===== src/rtl/btn_cond_pkg.sv =====
// Shared types and defaults for the push-button conditioner.
//   btn_state_t : per-channel FSM state (idle / pressed / long-held)
//   Def*Cycles  : default debounce, long-press and auto-repeat periods
//   cnt_width() : width of a counter that must hold values 0..n-1 (at least 1 bit)
package btn_cond_pkg;

  typedef enum logic [1:0] {
    StIdle,
    StPress,
    StLong
  } btn_state_t;

  localparam int unsigned DefDbCycles     = 16;
  localparam int unsigned DefLongCycles   = 1000;
  localparam int unsigned DefRepeatCycles = 250;

  function automatic int unsigned cnt_width(input int unsigned n);
    return (n < 2) ? 1 : $clog2(n);
  endfunction

endpackage


===== src/rtl/btn_cond_channel.sv =====
// One button channel: two-flop synchroniser, stability-counter debounce and the
// press / long / repeat event FSM. All outputs are registered.
//   clk, rst_n     : clock, asynchronous active-low reset
//   btn            : raw asynchronous button level
//   repeat_en      : auto-repeat enable (already synchronous to clk)
//   held           : debounced level
//   press_pulse    : 1-cycle pulse on debounced rise
//   release_pulse  : 1-cycle pulse on debounced fall
//   long_pulse     : 1-cycle pulse when the hold reaches LONG_CYCLES
//   repeat_pulse   : 1-cycle pulse every REPEAT_CYCLES while long-held and enabled
module btn_cond_channel
  import btn_cond_pkg::*;
#(
  parameter int unsigned DB_CYCLES     = DefDbCycles,
  parameter int unsigned LONG_CYCLES   = DefLongCycles,
  parameter int unsigned REPEAT_CYCLES = DefRepeatCycles
) (
  input  logic clk,
  input  logic rst_n,
  input  logic btn,
  input  logic repeat_en,
  output logic held,
  output logic press_pulse,
  output logic release_pulse,
  output logic long_pulse,
  output logic repeat_pulse
);

  localparam int unsigned DbW   = cnt_width(DB_CYCLES);
  localparam int unsigned HoldW = cnt_width(LONG_CYCLES);
  localparam int unsigned RepW  = cnt_width(REPEAT_CYCLES);

  localparam logic [DbW-1:0]   DbLast   = DbW'(DB_CYCLES - 1);
  localparam logic [HoldW-1:0] HoldLast = HoldW'(LONG_CYCLES - 1);
  localparam logic [RepW-1:0]  RepLast  = RepW'(REPEAT_CYCLES - 1);

  logic [1:0]       sync_q;
  logic             held_q, held_d;
  logic [DbW-1:0]   db_cnt_q, db_cnt_d;
  logic [HoldW-1:0] hold_cnt_q, hold_cnt_d;
  logic [RepW-1:0]  rep_cnt_q, rep_cnt_d;
  btn_state_t       state_q, state_d;
  logic             press_q, press_d;
  logic             release_q, release_d;
  logic             long_q, long_d;
  logic             repeat_q, repeat_d;
  logic             rise, fall;

  // Debounce: the level must differ from held for DB_CYCLES consecutive edges.
  always_comb begin
    db_cnt_d = '0;
    held_d   = held_q;
    if (sync_q[1] != held_q) begin
      if (db_cnt_q == DbLast) begin
        held_d = ~held_q;
      end else begin
        db_cnt_d = db_cnt_q + DbW'(1);
      end
    end
  end

  assign rise = held_d & ~held_q;
  assign fall = ~held_d & held_q;

  // State register, counters and registered event pulses.
  always_ff @(posedge clk or negedge rst_n) begin
    if (!rst_n) begin
      sync_q     <= '0;
      held_q     <= 1'b0;
      db_cnt_q   <= '0;
      state_q    <= StIdle;
      hold_cnt_q <= '0;
      rep_cnt_q  <= '0;
      press_q    <= 1'b0;
      release_q  <= 1'b0;
      long_q     <= 1'b0;
      repeat_q   <= 1'b0;
    end else begin
      sync_q     <= {sync_q[0], btn};
      held_q     <= held_d;
      db_cnt_q   <= db_cnt_d;
      state_q    <= state_d;
      hold_cnt_q <= hold_cnt_d;
      rep_cnt_q  <= rep_cnt_d;
      press_q    <= press_d;
      release_q  <= release_d;
      long_q     <= long_d;
      repeat_q   <= repeat_d;
    end
  end

  // Next state. A fall always takes priority over the long threshold.
  always_comb begin
    state_d = state_q;
    unique case (state_q)
      StIdle:  if (rise) state_d = StPress;
      StPress: begin
        if (fall) begin
          state_d = StIdle;
        end else if (hold_cnt_q == HoldLast) begin
          state_d = StLong;
        end
      end
      StLong:  if (fall) state_d = StIdle;
      default: state_d = StIdle;
    endcase
  end

  // Event pulses and hold / repeat counters.
  always_comb begin
    hold_cnt_d = hold_cnt_q;
    rep_cnt_d  = rep_cnt_q;
    press_d    = 1'b0;
    release_d  = 1'b0;
    long_d     = 1'b0;
    repeat_d   = 1'b0;
    unique case (state_q)
      StIdle: begin
        if (rise) begin
          press_d    = 1'b1;
          hold_cnt_d = '0;
        end
      end
      StPress: begin
        if (fall) begin
          release_d = 1'b1;
        end else if (hold_cnt_q == HoldLast) begin
          long_d     = 1'b1;
          hold_cnt_d = '0;
          rep_cnt_d  = '0;
        end else begin
          hold_cnt_d = hold_cnt_q + HoldW'(1);
        end
      end
      StLong: begin
        if (fall) begin
          release_d = 1'b1;
        end else if (!repeat_en) begin
          rep_cnt_d = '0;
        end else if (rep_cnt_q == RepLast) begin
          repeat_d  = 1'b1;
          rep_cnt_d = '0;
        end else begin
          rep_cnt_d = rep_cnt_q + RepW'(1);
        end
      end
      default: ;
    endcase
  end

  assign held          = held_q;
  assign press_pulse   = press_q;
  assign release_pulse = release_q;
  assign long_pulse    = long_q;
  assign repeat_pulse  = repeat_q;

endmodule


===== src/rtl/btn_conditioner.sv =====
// Multi-channel push-button front end; one independent conditioner per bit.
//   clk, rst_n : clock, asynchronous active-low reset
//   btn        : raw button levels
//   repeat_en  : per-channel auto-repeat enable
//   held_o     : debounced levels
//   press_o, release_o, long_o, repeat_o : per-channel 1-cycle event pulses
module btn_conditioner
  import btn_cond_pkg::*;
#(
  parameter int unsigned WIDTH         = 4,
  parameter int unsigned DB_CYCLES     = DefDbCycles,
  parameter int unsigned LONG_CYCLES   = DefLongCycles,
  parameter int unsigned REPEAT_CYCLES = DefRepeatCycles
) (
  input  logic             clk,
  input  logic             rst_n,
  input  logic [WIDTH-1:0] btn,
  input  logic [WIDTH-1:0] repeat_en,
  output logic [WIDTH-1:0] held_o,
  output logic [WIDTH-1:0] press_o,
  output logic [WIDTH-1:0] release_o,
  output logic [WIDTH-1:0] long_o,
  output logic [WIDTH-1:0] repeat_o
);

  for (genvar i = 0; i < WIDTH; i++) begin : g_ch
    btn_cond_channel #(
      .DB_CYCLES    (DB_CYCLES),
      .LONG_CYCLES  (LONG_CYCLES),
      .REPEAT_CYCLES(REPEAT_CYCLES)
    ) u_ch (
      .clk          (clk),
      .rst_n        (rst_n),
      .btn          (btn[i]),
      .repeat_en    (repeat_en[i]),
      .held         (held_o[i]),
      .press_pulse  (press_o[i]),
      .release_pulse(release_o[i]),
      .long_pulse   (long_o[i]),
      .repeat_pulse (repeat_o[i])
    );
  end

endmodule


===== config.mk =====
export PLATFORM = sky130hd
export DESIGN_NAME = btn_conditioner
export DESIGN_NICKNAME = d
export VERILOG_FILES = /design/src/rtl/btn_cond_pkg.sv /design/src/rtl/btn_cond_channel.sv /design/src/rtl/btn_conditioner.sv
export SDC_FILE = /design/constraint.sdc
export NUM_CORES = 1
export LEC_CHECK = 0
export BUFFER_PORTS_ARGS = -buffer_cell sky130_fd_sc_hd__buf_2
export CELL_PAD_IN_SITES_DETAIL_PLACEMENT = 2
export CELL_PAD_IN_SITES_GLOBAL_PLACEMENT = 2
export CORE_ASPECT_RATIO = 1.5
export CORE_MARGIN = 5
export CORE_UTILIZATION = 40
export DETAILED_ROUTE_END_ITERATION = 8
export PLACE_DENSITY_LB_ADDON = 0.2
export SYNTH_ARGS = -nofsm -noshare
export SYNTH_HDL_FRONTEND = slang
export SYNTH_SLANG_ARGS = --single-unit

===== constraint.sdc =====
create_clock -name clk -period 2.47 [get_ports clk]
set_input_delay 0.247 -clock clk [delete_from_list [all_inputs] [get_ports clk]]
set_output_delay 0.247 -clock clk [all_outputs]
set_load 0.02 [all_outputs]

Yosys cells after proc, flatten, opt, wreduce, memory -nomap -nowiden
Cells that the tools add are included.
{ "word_totals": {"word_cells": 264, "ff_bits": 124, "out_inout_bits": 20, "in_bits": 10} }
{ "op_classes": {"n_eq_ne": 48, "n_reduce_logical": 28, "add_sub_neg": 12, "mux": 120, "bitwise_logic": 16} }
{ "op_table": {"columns": ["cell", "count"], "rows": [
  ["8-bit two-way mux", 20],
  ["10-bit two-way mux", 12],
  ["10-bit case mux with 2 select lines", 4],
  ["8-bit case mux with 2 select lines", 4],
  ["1-bit two-way mux", 52],
  ["10-bit by 1-bit adder with 10-bit output (second input constant)", 4],
  ["10-bit equality test (second input constant)", 4],
  ["8-bit by 1-bit adder with 8-bit output (second input constant)", 4],
  ["8-bit equality test (second input constant)", 4],
  ["2-bit two-way mux", 16],
  ["4-bit two-way mux", 8],
  ["2-bit by 1-bit != test with 1-bit output (second input constant)", 12],
  ["2-bit case mux with 3 select lines", 4],
  ["3-bit AND reduction", 8],
  ["4-bit by 1-bit adder with 4-bit output (second input constant)", 4],
  ["4-bit equality test (second input constant)", 4],
  ["2-bit != test (second input constant)", 8],
  ["4-bit AND reduction", 4],
  ["2-bit nonzero test", 8],
  ["3-bit by 1-bit != test with 1-bit output (second input constant)", 4],
  ["1-bit AND", 8],
  ["2-bit by 1-bit equality test with 1-bit output (second input constant)", 4],
  ["2-bit equality test (second input constant)", 4],
  ["2-bit zero test", 4],
  ["3 further kinds", 16]
]} }

Longest topological paths before layout
Gate-level depths: netlist of the first run.
{ "logic_depth": {"word_depth": 7, "mapped_depth": 9, "ltp_nobuf": 7} }

Cells and area by module
Synthesis of the first run repeated with hierarchy kept, for this count alone.
{ "hier_totals": {"cells_unflattened": 697, "area_unflattened_um2": 7013.0} }
{ "modules_own_cells": {"columns": ["mod", "n_inst", "cells_per_inst", "seq_area_each_um2", "area_per_inst_um2"], "rows": [
  ["btn_cond_channel (g_ch[0].u_ch ...)", 2, 179, 775.7, 1762.9],
  ["btn_cond_channel (g_ch[3].u_ch)", 1, 170, 775.7, 1773.0],
  ["btn_cond_channel (g_ch[1].u_ch)", 1, 169, 775.7, 1714.1]
]} }

Worst setup path after synthesis of the first run
Ideal clock, no wire load.
{ "synth_timing": {"path_kind": "register to register", "startpoint": "register g_ch[2].u_ch.db_cnt_q[0]", "endpoint": "register g_ch[2].u_ch.rep_cnt_q[7]", "path_buffers": 2, "setup_ns": 0.104, "arrival_ns": 2.092, "period_less_slack_ns": 2.196, "stages_incl_launch_ff": 9, "required_time_ns": 2.366, "slack_ns": 0.274, "cell_sequence": "dfrtp_1 ha_1 and3_1 buf_6 a2111oi_4 o21ai_2 or2_0 buf_2 o41ai_2"} }
{ "synth_between": {"elab_chain_len": 7, "elab_cells_between_ends": 8, "cone_classes": "eq/ne (3); mux (2); bitwise (2); reduce/logical (1)"} }
{ "synth_lines": {"columns": ["element", "line_no", "rtl"], "rows": [
  ["from (decl)", "btn_cond_channel.sv:39", "logic [DbW-1:0] db_cnt_q, db_cnt_d;"],
  ["from (signal assigned)", "btn_cond_channel.sv:81", "db_cnt_q <= db_cnt_d;"],
  ["4-bit equality test *", "btn_cond_channel.sv:54", "if (db_cnt_q == DbLast) begin"],
  ["1-bit two-way mux *", "btn_cond_channel.sv:54", null],
  ["1-bit two-way mux *", "btn_cond_channel.sv:53", "if (sync_q[1] != held_q) begin"],
  ["1-bit inverter *", "btn_cond_channel.sv:63", "assign fall = ~held_d & held_q;"],
  ["1-bit AND *", "btn_cond_channel.sv:63", null],
  ["2-bit != test (no line)", null, null],
  ["4-bit AND reduction (no line) *", null, null],
  ["to (signal assigned)", "btn_cond_channel.sv:84", "rep_cnt_q <= rep_cnt_d;"],
  ["to (decl)", "btn_cond_channel.sv:41", "logic [RepW-1:0] rep_cnt_q, rep_cnt_d;"]
]} }
Every way passes the cells marked *; elsewhere a longest branch is shown, timed or not.
A chain may end at the register's enable or synchronous reset.

Worst setup path after layout of the first run
{ "layout_timing": {"startpoint": "register g_ch[1].u_ch.db_cnt_q[0]", "endpoint": "register g_ch[1].u_ch.rep_cnt_q[5]"} }
{ "layout_between": {"elab_chain_len": 7, "elab_cells_between_ends": 8, "cone_classes": "eq/ne (3); mux (2); bitwise (2); reduce/logical (1)"} }
{ "layout_lines": {"columns": ["element", "line_no"], "rows": [
  ["from (decl)", "btn_cond_channel.sv:39"],
  ["from (signal assigned)", "btn_cond_channel.sv:81"],
  ["4-bit equality test *", "btn_cond_channel.sv:54"],
  ["1-bit two-way mux *", "btn_cond_channel.sv:54"],
  ["1-bit two-way mux *", "btn_cond_channel.sv:53"],
  ["1-bit inverter *", "btn_cond_channel.sv:63"],
  ["1-bit AND *", "btn_cond_channel.sv:63"],
  ["2-bit != test (no line)", null],
  ["4-bit AND reduction (no line) *", null],
  ["to (signal assigned)", "btn_cond_channel.sv:84"],
  ["to (decl)", "btn_cond_channel.sv:41"]
]} }
Marks and branches as above.

==> flow_results.org, run 1 <==
** Critical path
- In this run the critical register-to-register path is launched from g_ch[1].u_ch.db_cnt_q[0].
- Worst reg2reg setup slack :: about 0.13 ns
- The setup path with the least slack is of type flip-flop to flip-flop.
- The endpoint identified for the worst register-to-register timing path is g_ch[1].u_ch.rep_cnt_q[5].
- Type of element capturing the critical path :: flip-flop
- Critical path arrival :: 2.64 ns
- Measured in cells, the most critical reg-to-reg path has a length of 6.
- Critical Path Source Type :: flip-flop
- Along the worst path, the maximum fanout reaches 8.
- CP Data Required Time :: 2.77 ns

** Logic synthesis
- Synth Flop Type :: sky130_fd_sc_hd__dfrtp_1
- Library cell with the highest instance count after synthesis :: sky130_fd_sc_hd__dfrtp_1
- Fraction of post-synthesis cell area in the top cell type by area :: 47.2%
- Ys async rst share :: between 90% and 100%
- In the synthesized netlist, the cells that appear most often are 124 x sky130_fd_sc_hd__dfrtp_1, 70 x sky130_fd_sc_hd__o21ai_0, 53 x sky130_fd_sc_hd__nand2_1, 49 x sky130_fd_sc_hd__nor2_1, 40 x sky130_fd_sc_hd__o31ai_1.
- Biggest area consumer among synthesized cells :: sky130_fd_sc_hd__dfrtp_1
- Syn Inst Count :: roughly 680
- Synth area leaders :: sky130_fd_sc_hd__dfrtp_1 47%, sky130_fd_sc_hd__ha_1 5.3%, sky130_fd_sc_hd__o21ai_0 5.3%, sky130_fd_sc_hd__o31ai_1 4.6%, sky130_fd_sc_hd__nand2_1 3.0%
- The Yosys step of the flow raised 0 warnings.
- Post-Synthesis Cell Area :: about 6600 um^2
- After synthesis, flip-flops and latches occupy between 40 and 50% of the total area.
- Mean area per synthesized cell :: 9.61 um^2
- Number of synthesized register bits :: ~120
- The number of nets handed over by synthesis was 722.
- Post-synth EDFFs :: 0
- Count of cell types in the netlist :: between 50 and 60

** Finish
- Fraction of layout cells with a size suffix above 1 :: a little over an eighth
- Non-Filler Instances :: a little over 900
- The net count of the finished layout is about 750.
- The number of antenna diodes in the final layout is 0.
- At the end of the flow the core is filled with cells to a little under half.
- Layout Area Growth over Synthesis :: 14.7%

** Route
- First DRT Iteration DRCs :: between 150 and 200
- For this block, the routed nets add up to roughly 18 mm of wire.
- Routed Antenna Nets :: 0
- Vias/cell :: approximately 5.8
- First-pass detailed-route iteration total :: 4
- Detailed routing inserted a total of around 5400 vias.
- After detailed routing, the average wire length per cell comes to between 15 and 20 um.
- After detailed routing, the number of remaining DRC violations is 0.

** Global route
- Global-route wire length before repair :: 30.4 mm
- Global Route Usage Sum :: 19.3%
- Global route overflow :: 0
- Maximum number of pins on one net before global-route repair :: 53
- The number of global-route vias before repair is about 6200.
- Number of antenna violations at the first check in global routing :: 0

** Place
- The HPWL after detailed placement is 12.6 mm.
- Input/output buffers :: 29
- Placed cell count :: 897
- OpenSTA, run right after detailed placement, puts the worst setup slack at ~0.052 ns.
- The congestion estimate from routability-driven global placement came to between 0.7 and 0.8.

** CTS
- For the worst-skew pair, the clock arrives at the later sink with an insertion delay of ~0.42 ns.
- TritonCTS built the clock tree.
- Clock tree synthesis found a total of 124 sinks.
- The clock passes through at most 2 buffers.
- Htree depth :: 4
- Post CTS Setup Buffer Count :: 0
- Master cell of the clock root buffer :: sky130_fd_sc_hd__clkbuf_16
- Clock-pin slew was measured on the worst setup and hold paths at around 0.060 ns.
- Total clock buffers created by CTS :: 17

** Job
- Max Cap Viol :: 0

** Timing
- Crit path setup slack, layout :: 0.126 ns
- Clock skew after layout :: a little under 0.01 ns
- Fin. Hold Viols :: 0
- Period utilisation layout :: between 90% and 100%
- At the pin with the least slew margin, the transition time is 0.600 ns.
- For the finished layout, the period the worst path requires is between 2 and 2.5 ns.
- Pins Over Slew Limit :: 0
- Adding up every negative setup slack in the final design gives 0 ns.
- Across all hold checks on the routed design, the worst slack comes to around 0.086 ns.
- Setup repair after global routing left no endpoint under its margin.
- Max-Slew Margin vs Limit :: about three fifths
- Setup violations remaining at the end of the flow were counted as 0.
- Timing-limited maximum frequency :: roughly 0.43 GHz

** Power and ir drop
- Leakage :: between 0.003 and 0.004 uW
- Dividing total power by cell area gives a power density of about 640 nW/um^2.
- The worst-case IR drop observed on VDD is approximately 390 uV.

** Floorplan
- Die H :: approximately 170 um
- For this configuration, the core starts out at a cell density of between 40 and 50%.
- 30 I/O pins were placed.
- Total die area :: roughly 19000 um^2
- Horizontal die dimension :: 115 um
- Placeable core region :: 16200 um^2
- Number of core rows :: between 50 and 60

** Min path
- The worst hold path was traced through 3 stages.
- Startpoint of the worst hold path :: repeat_en[3]
- Hold Crit Class :: input pin to flip-flop
- Hold Path Sink :: g_ch[3].u_ch.repeat_pulse

** Run status
- Status :: complete, no violations
[where the power goes]
group / total (uW) / switching [uW] / internal (uW)
Clock: 2610 / 895 / 1720
Combinational: 124 / 79.2 / 44.4
Sequential: 2080 / 25.2 / 2060
Total: 4820 / 999 / 3820
[layout by cell type, fill, tap and decap left out, types with 9 or more instances in the layout]
| master | n |
|---|---|
| sky130_fd_sc_hd__and3_1 | 20 |
| sky130_fd_sc_hd__nand4_1 | 9 |
| sky130_fd_sc_hd__nand2_1 | 53 |
| sky130_fd_sc_hd__clkbuf_16 | 17 |
| sky130_fd_sc_hd__nor2_1 | 49 |
| sky130_fd_sc_hd__nand3_1 | 33 |
| sky130_fd_sc_hd__nor2b_1 | 30 |
| sky130_fd_sc_hd__a21oi_1 | 25 |
| sky130_fd_sc_hd__o21ai_0 | 70 |
| sky130_fd_sc_hd__ha_1 | 28 |
| sky130_fd_sc_hd__o31ai_1 | 40 |
| sky130_fd_sc_hd__dfrtp_1 | 124 |
| sky130_fd_sc_hd__a31oi_1 | 11 |
| sky130_fd_sc_hd__buf_2 | 28 |
| sky130_fd_sc_hd__inv_1 | 31 |
| sky130_fd_sc_hd__buf_4 | 19 |
[cells by family (layout without fill, tap and decap cells)]
logic type | Yosys count | in the layout | share of synthesized area (%)
compound gates | 195 | 195 | 20.1
xor+xnor | 4 | 4 | 0.533
fa+ha+maj | 28 | 28 | 5.33
buf+inv | 72 | 113 | 5.52
flops | 124 | 124 | 47.2
mux | 4 | 4 | 0.686
simple gates | 257 | 257 | 20.6
[repair_timing]
action                                  in CTS  in global routing
hold buffers                                 5                  0
endpoints found under the hold margin       29                  0
gates resized for setup                      0                  3
endpoints found under the setup margin       0                 16
[state kept, by name, indices dropped and copies added, names as in the netlist]
signal / count
g_ch.u_ch.long_pulse: 4
g_ch.u_ch.held: 4
g_ch.u_ch.state_q: 8
g_ch.u_ch.repeat_pulse: 4
g_ch.u_ch.press_pulse: 4
g_ch.u_ch.sync_q: 8
g_ch.u_ch.rep_cnt_q: 32
g_ch.u_ch.db_cnt_q: 16
g_ch.u_ch.hold_cnt_q: 40
g_ch.u_ch.release_pulse: 4
[worst max path at each step]
stage / from / to / slack (ns) / cells past startpoint
finish: g_ch[1].u_ch.db_cnt_q[0] / g_ch[1].u_ch.rep_cnt_q[5] / 0.13 / 6
global route: g_ch[1].u_ch.db_cnt_q[0] / g_ch[1].u_ch.rep_cnt_q[5] / 0.02 / 6
CTS: g_ch[1].u_ch.db_cnt_q[0] / g_ch[1].u_ch.hold_cnt_q[6] / 0.03 / 6
detailed placement: g_ch[1].u_ch.db_cnt_q[0] / g_ch[1].u_ch.hold_cnt_q[6] / 0.05 / 6
global placement: g_ch[1].u_ch.db_cnt_q[0] / g_ch[1].u_ch.hold_cnt_q[4] / 0.23 / 6
floorplan: g_ch[2].u_ch.db_cnt_q[0] / g_ch[2].u_ch.rep_cnt_q[7] / 0.27 / 8
[metrics by stage]
step | power (uW) | instance area, um^2
final | 4820 | 7540
after floorplan | 2160 | 6570
after global placement | 2230 | 6880
after detailed placement | 2240 | 6880
after CTS | 4880 | 7540
after global routing | 4990 | 7540
[routing by layer]
metal  GRT usage [%]  vias up  share of wire, %
li1                -     2525                 -
met1            20.8     2778                41
met2            37.3       44                56
met3            3.59       16               2.0
met4            5.53        0               1.1
met5               0        -                 0
[worst max-delay path: stages, from the launching register on]
cell and delay, ns:
sky130_fd_sc_hd__dfrtp_1 0.41, sky130_fd_sc_hd__ha_1 0.25, sky130_fd_sc_hd__and3_1 0.25, sky130_fd_sc_hd__and2_1 0.28, sky130_fd_sc_hd__o31a_1 0.38, sky130_fd_sc_hd__or2_1 0.33
sky130_fd_sc_hd__o41ai_1 0.31
[layout make-up]
class	instances	area, um^2
fill	1716	8650
multi-input combinational	488	3110
sequential	124	3100
clock buffer	21	460
timing repair buffer	53	353
tap	206	258
clock inverter	8	143
inverter	31	116
No activity file was read; power rests on OpenSTA's default activity.
==> run 2, diff against run 1 <==
--- a/config.mk
+++ b/config.mk
@@ -5,14 +5,17 @@
 export SDC_FILE = /design/constraint.sdc
 export NUM_CORES = 1
 export LEC_CHECK = 0
+export ABC_AREA = 1
 export BUFFER_PORTS_ARGS = -buffer_cell sky130_fd_sc_hd__buf_2
 export CELL_PAD_IN_SITES_DETAIL_PLACEMENT = 2
 export CELL_PAD_IN_SITES_GLOBAL_PLACEMENT = 2
 export CORE_ASPECT_RATIO = 1.5
 export CORE_MARGIN = 5
-export CORE_UTILIZATION = 40
+export CORE_UTILIZATION = 37
+export CTS_CLUSTER_DIAMETER = 50
 export DETAILED_ROUTE_END_ITERATION = 8
 export PLACE_DENSITY_LB_ADDON = 0.2
+export SKIP_CTS_REPAIR_TIMING = 1
 export SYNTH_ARGS = -nofsm -noshare
 export SYNTH_HDL_FRONTEND = slang
 export SYNTH_SLANG_ARGS = --single-unit
==> run 2 against run 1 <==
Net effect: critical path depth increased by 5; core utilization shrank 4.5 points; total power rose by 53%; die area rose by 19%; final area grew 9.9%; area after synthesis increased by 12%; critical endpoint unchanged; largest cell class unchanged; largest power group is now combinational logic.
==> flow_results.org, run 2 <==
** Critical path
- The endpoint identified for the worst register-to-register timing path is g_ch[1].u_ch.rep_cnt_q[5].
- Worst reg2reg setup slack :: 0.70 ns (+0.58 ns)
- Type of element capturing the critical path :: flip-flop
- STA classifies the critical path startpoint as a flip-flop.
- Critical setup path kind :: flip-flop to flip-flop
- The required time of the worst setup path was 2.78 ns (about the same).
- Critical path arrival :: 2.08 ns (-0.56 ns)
- In this run the critical register-to-register path is launched from g_ch[1].u_ch.state_q[1].
- Peak fanout along the critical path :: 7 (-1)
- Cells on worst reg2reg path :: 11 (+5)

** Logic synthesis
- Count of cell types in the netlist :: 33 (-44%)
- Mean area per synthesized cell :: 7.48 um^2 (-22%)
- After synthesis, the most frequently instantiated cells are 313 x sky130_fd_sc_hd__nand2_1, 127 x sky130_fd_sc_hd__inv_1, 124 x sky130_fd_sc_hd__dfrtp_1, 113 x sky130_fd_sc_hd__nor2_1, 60 x sky130_fd_sc_hd__nand3_1.
- Ys async rst share :: 100% (unchanged)
- Synthesized net count :: 1022 (+42%)
- The top cell type's share of synthesized area was 42.2% (-5.1 points).
- Synth Flop Type :: sky130_fd_sc_hd__dfrtp_1
- In the post-synthesis netlist, the cell with the most instances is sky130_fd_sc_hd__nand2_1.
- The flop and latch count out of synthesis is 124 (unchanged).
- The cell count after synthesis came to 984 (+44%).
- Yosys warning total :: 0 (unchanged)
- sky130_fd_sc_hd__dfrtp_1 takes more of the synthesized area than any other cell.
- The area of the mapped netlist was 7360 um^2 (+12%).
- The proportion of synthesized chip area in sequential cells is 42.2% (-5.1 points).
- Synth area leaders :: sky130_fd_sc_hd__dfrtp_1 42%, sky130_fd_sc_hd__nand2_1 16%, sky130_fd_sc_hd__inv_1 6.5%, sky130_fd_sc_hd__nor2_1 5.8%, sky130_fd_sc_hd__ha_1 4.8%
- The number of synthesized flops with an enable pin came to 0 (unchanged).

** Timing
- Setup repair after global routing left no endpoint under its margin.
- The achievable clock frequency came to 0.566 GHz (+33%).
- Pins Over Slew Limit :: 0 (unchanged)
- The final-report hold violation count came to 0 (unchanged).
- Clock skew after layout :: 0.0103 ns (+0.000554 ns)
- Final period demand of the worst path :: 1.77 ns (-0.579 ns)
- Worst slew pin tran :: 0.466 ns (-0.134 ns)
- Period utilisation layout :: 71.5% (-23 points)
- Count of endpoints failing setup in the final report :: 0 (unchanged)
- The headroom to the max-slew limit came to 68.8% (+8.9 points).
- The post-route setup TNS was 0 ns (unchanged).

** CTS
- The number of buffers on the longest clock path came to 2 (unchanged).
- Htree depth :: 4 (unchanged)
- Clk sink count :: 124 (unchanged)
- The clock transition at the registers of the reported paths is 0.06 ns (about the same).
- The number of buffers added by the clock tree synthesis step came to 17 (unchanged).
- The tree is rooted in a sky130_fd_sc_hd__clkbuf_16.
- Clk Latency, worst-skew pair :: 0.42 ns (about the same)
- CTS tree :: built

** Finish
- Most common library cell in the layout ignoring fill and taps :: sky130_fd_sc_hd__nand2_1
- Layout Area Growth over Synthesis :: 12.6%
- Number of nets in the final layout :: 1049 (+39%)
- Fraction of layout cells with a size suffix above 1 :: 12.2% (-1.0 points)
- The top cell types in the final layout, fill and taps aside, are 313 x sky130_fd_sc_hd__nand2_1, 127 x sky130_fd_sc_hd__inv_1, 124 x sky130_fd_sc_hd__dfrtp_1, 113 x sky130_fd_sc_hd__nor2_1, 60 x sky130_fd_sc_hd__nand3_1.
- The flip-flop count of the largest register, all copies and words added was 40 (unchanged).
- The count of inserted antenna diode cells came to 0 (unchanged).
- Largest regs :: g_ch.u_ch.hold_cnt_q x40, g_ch.u_ch.rep_cnt_q x32, g_ch.u_ch.db_cnt_q x16
- The non-filler instance count after layout is 1284 (+38%).
- Most flop-heavy register :: g_ch.u_ch.hold_cnt_q

** Power and ir drop
- Leakage :: 0.00402 uW (+21%)
- Switch share :: 40.7% (+20 points)
- Net switching power of the design :: 3000 uW (+200%)
- The cell area power density is 891 nW/um^2 (+39%).
- The cell-internal power came to 4380 uW (+15%).
- The sequential group share of total power is 32.5% (-11 points).
- Worst vdd ir :: 457 uV (+19%)
- The total power of the final layout is 7380 uW (+53%).
- Clock share of power :: 33.4% (-21 points)
- Relative contribution of combinational cells to total power :: 34.1% (+32 points)

** Global route
- The global-route congestion overflow total is 0 (unchanged).
- The number of antenna violations at the first check in global routing was 0 (unchanged).
- The number of global-route vias before repair is 7276 (+18%).
- Global Route Usage Sum :: 18.4% (-0.97 points)
- The global-route wire length before repair is 34.5 mm (+14%).
- Maximum number of pins on one net before global-route repair :: 65 (+23%)

** Route
- The number of detailed-routing iterations run before antenna repair was 4 (unchanged).
- Routed Antenna Nets :: 0 (unchanged)
- The via density per instance is 4.93 (-14%).
- First DRT Iteration DRCs :: 159 (-16%)
- The total wire length after detailed routing came to 19.9 mm (+12%).
- DRC errors left :: 0 (unchanged)
- The number of vias in the routed layout was 6330 (+18%).
- Wire length per cell :: 15.5 um (-19%)

** Min path
- Hold Path Sink :: g_ch[0].u_ch.rep_cnt_q[4]
- The cell depth of the worst hold path came to 3 (unchanged).
- In this run the worst hold path is classified as input pin to flip-flop.
- Startpoint of the worst hold path :: repeat_en[0]

** Floorplan
- Horizontal die dimension :: 125 um (+9.2%)
- Placeable core region :: 19700 um^2 (+22%)
- The number of placement rows is 63 (+11%).
- The full die area was 22900 um^2 (+19%).
- Die H :: 183 um (+9.5%)
- The starting density of the core is 37.4% (-3.2 points).
- Number of top-level design ports :: 30 (unchanged)

** Place
- Total half-perimeter wirelength after legalization and detailed placement :: 14.6 mm (+15%)
- The placer congestion estimate was 0.748 (-3.5%).
- Input/output buffers :: 29 (unchanged)
- Placed cell count :: 1247 (+39%)

** Job
- Max Cap Viol :: 0 (unchanged)

** Run status
- Status :: complete, no violations
==> run 2: worst max path at each step <==
stage	start	endpoint
2_1_floorplan	g_ch[1].u_ch.state_q[1]	g_ch[1].u_ch.rep_cnt_q[6]
3_3_place_gp	g_ch[1].u_ch.state_q[1]	g_ch[1].u_ch.rep_cnt_q[6]
3_5_place_dp	g_ch[1].u_ch.state_q[1]	g_ch[1].u_ch.rep_cnt_q[4]
4_1_cts	g_ch[1].u_ch.state_q[1]	g_ch[1].u_ch.rep_cnt_q[5]
5_1_grt	g_ch[1].u_ch.db_cnt_q[0]	g_ch[1].u_ch.hold_cnt_q[9]
6_report	g_ch[1].u_ch.state_q[1]	g_ch[1].u_ch.rep_cnt_q[5]
==> run 2: worst max-delay path, cell delays in order (launching register included) <==
cell,delay [ns]
sky130_fd_sc_hd__dfrtp_1,0.41
sky130_fd_sc_hd__inv_1,0.09
sky130_fd_sc_hd__ha_1,0.38
sky130_fd_sc_hd__inv_2,0.09
sky130_fd_sc_hd__nand2_1,0.09
sky130_fd_sc_hd__nand3_1,0.09
sky130_fd_sc_hd__nand2_2,0.15
sky130_fd_sc_hd__inv_2,0.08
sky130_fd_sc_hd__nand3_1,0.10
sky130_fd_sc_hd__nand2_1,0.07
sky130_fd_sc_hd__nand2_1,0.07
sky130_fd_sc_hd__inv_1,0.04
==> run 2: layout make-up <==
| cell class | count | area (um^2) |
|---|---|---|
| multi-input cells | 694 | 3520 |
| fillers | 2370 | 11400 |
| clock inverters | 12 | 114 |
| well taps | 260 | 325 |
| repair buffers | 36 | 229 |
| flip-flops and latches | 124 | 3100 |
| clock buffers | 20 | 467 |
| inverters | 138 | 528 |
==> run 2: cells by family after synthesis <==
family                   after synthesis  share of synthesized area, %
AO/OA/AOI/OAI                         76                          6.05
XOR/XNOR                              17                          2.02
adder cells (fa/ha/maj)               28                          4.76
buffers and inverters                166                          9.99
flip-flops                           124                          42.2
AND/OR/NAND/NOR                      573                          35.0
==> run 2: power by group through the flow <==
stage	combinational [uW]	sequential (uW)	clock, uW
2_1_floorplan	1920	2380	0
3_3_place_gp	2450	2430	0
3_5_place_dp	2530	2440	0
4_1_cts	2590	2400	2550
5_1_grt	2850	2430	2650
6_report	2520	2400	2460
==> run 2: layer usage <==
metal  vias up  GRT usage [%]  part of all wire [%]
li1       3106              -                     -
met1      3146           19.2                    41
met2        57           36.9                    56
met3        21           2.94                   1.8
met4         0           5.77                   1.6
met5         -              0                     0
==> run 2: per-stage QoR <==
step | worst slack [ns] | cell area [um^2] | hold slack (ns) | util (%)
finish | 0.705 | 8290 | 0.120 | 42.1
global route | 0.537 | 8290 | 0.124 | 42.1
CTS | 0.666 | 8240 | -0.272 | 41.8
detailed placement | 0.709 | 7660 | 0.179 | 38.9
global placement | 0.753 | 7660 | 0.182 | 38.9
floorplan | 0.986 | 7360 | -0.0486 | -
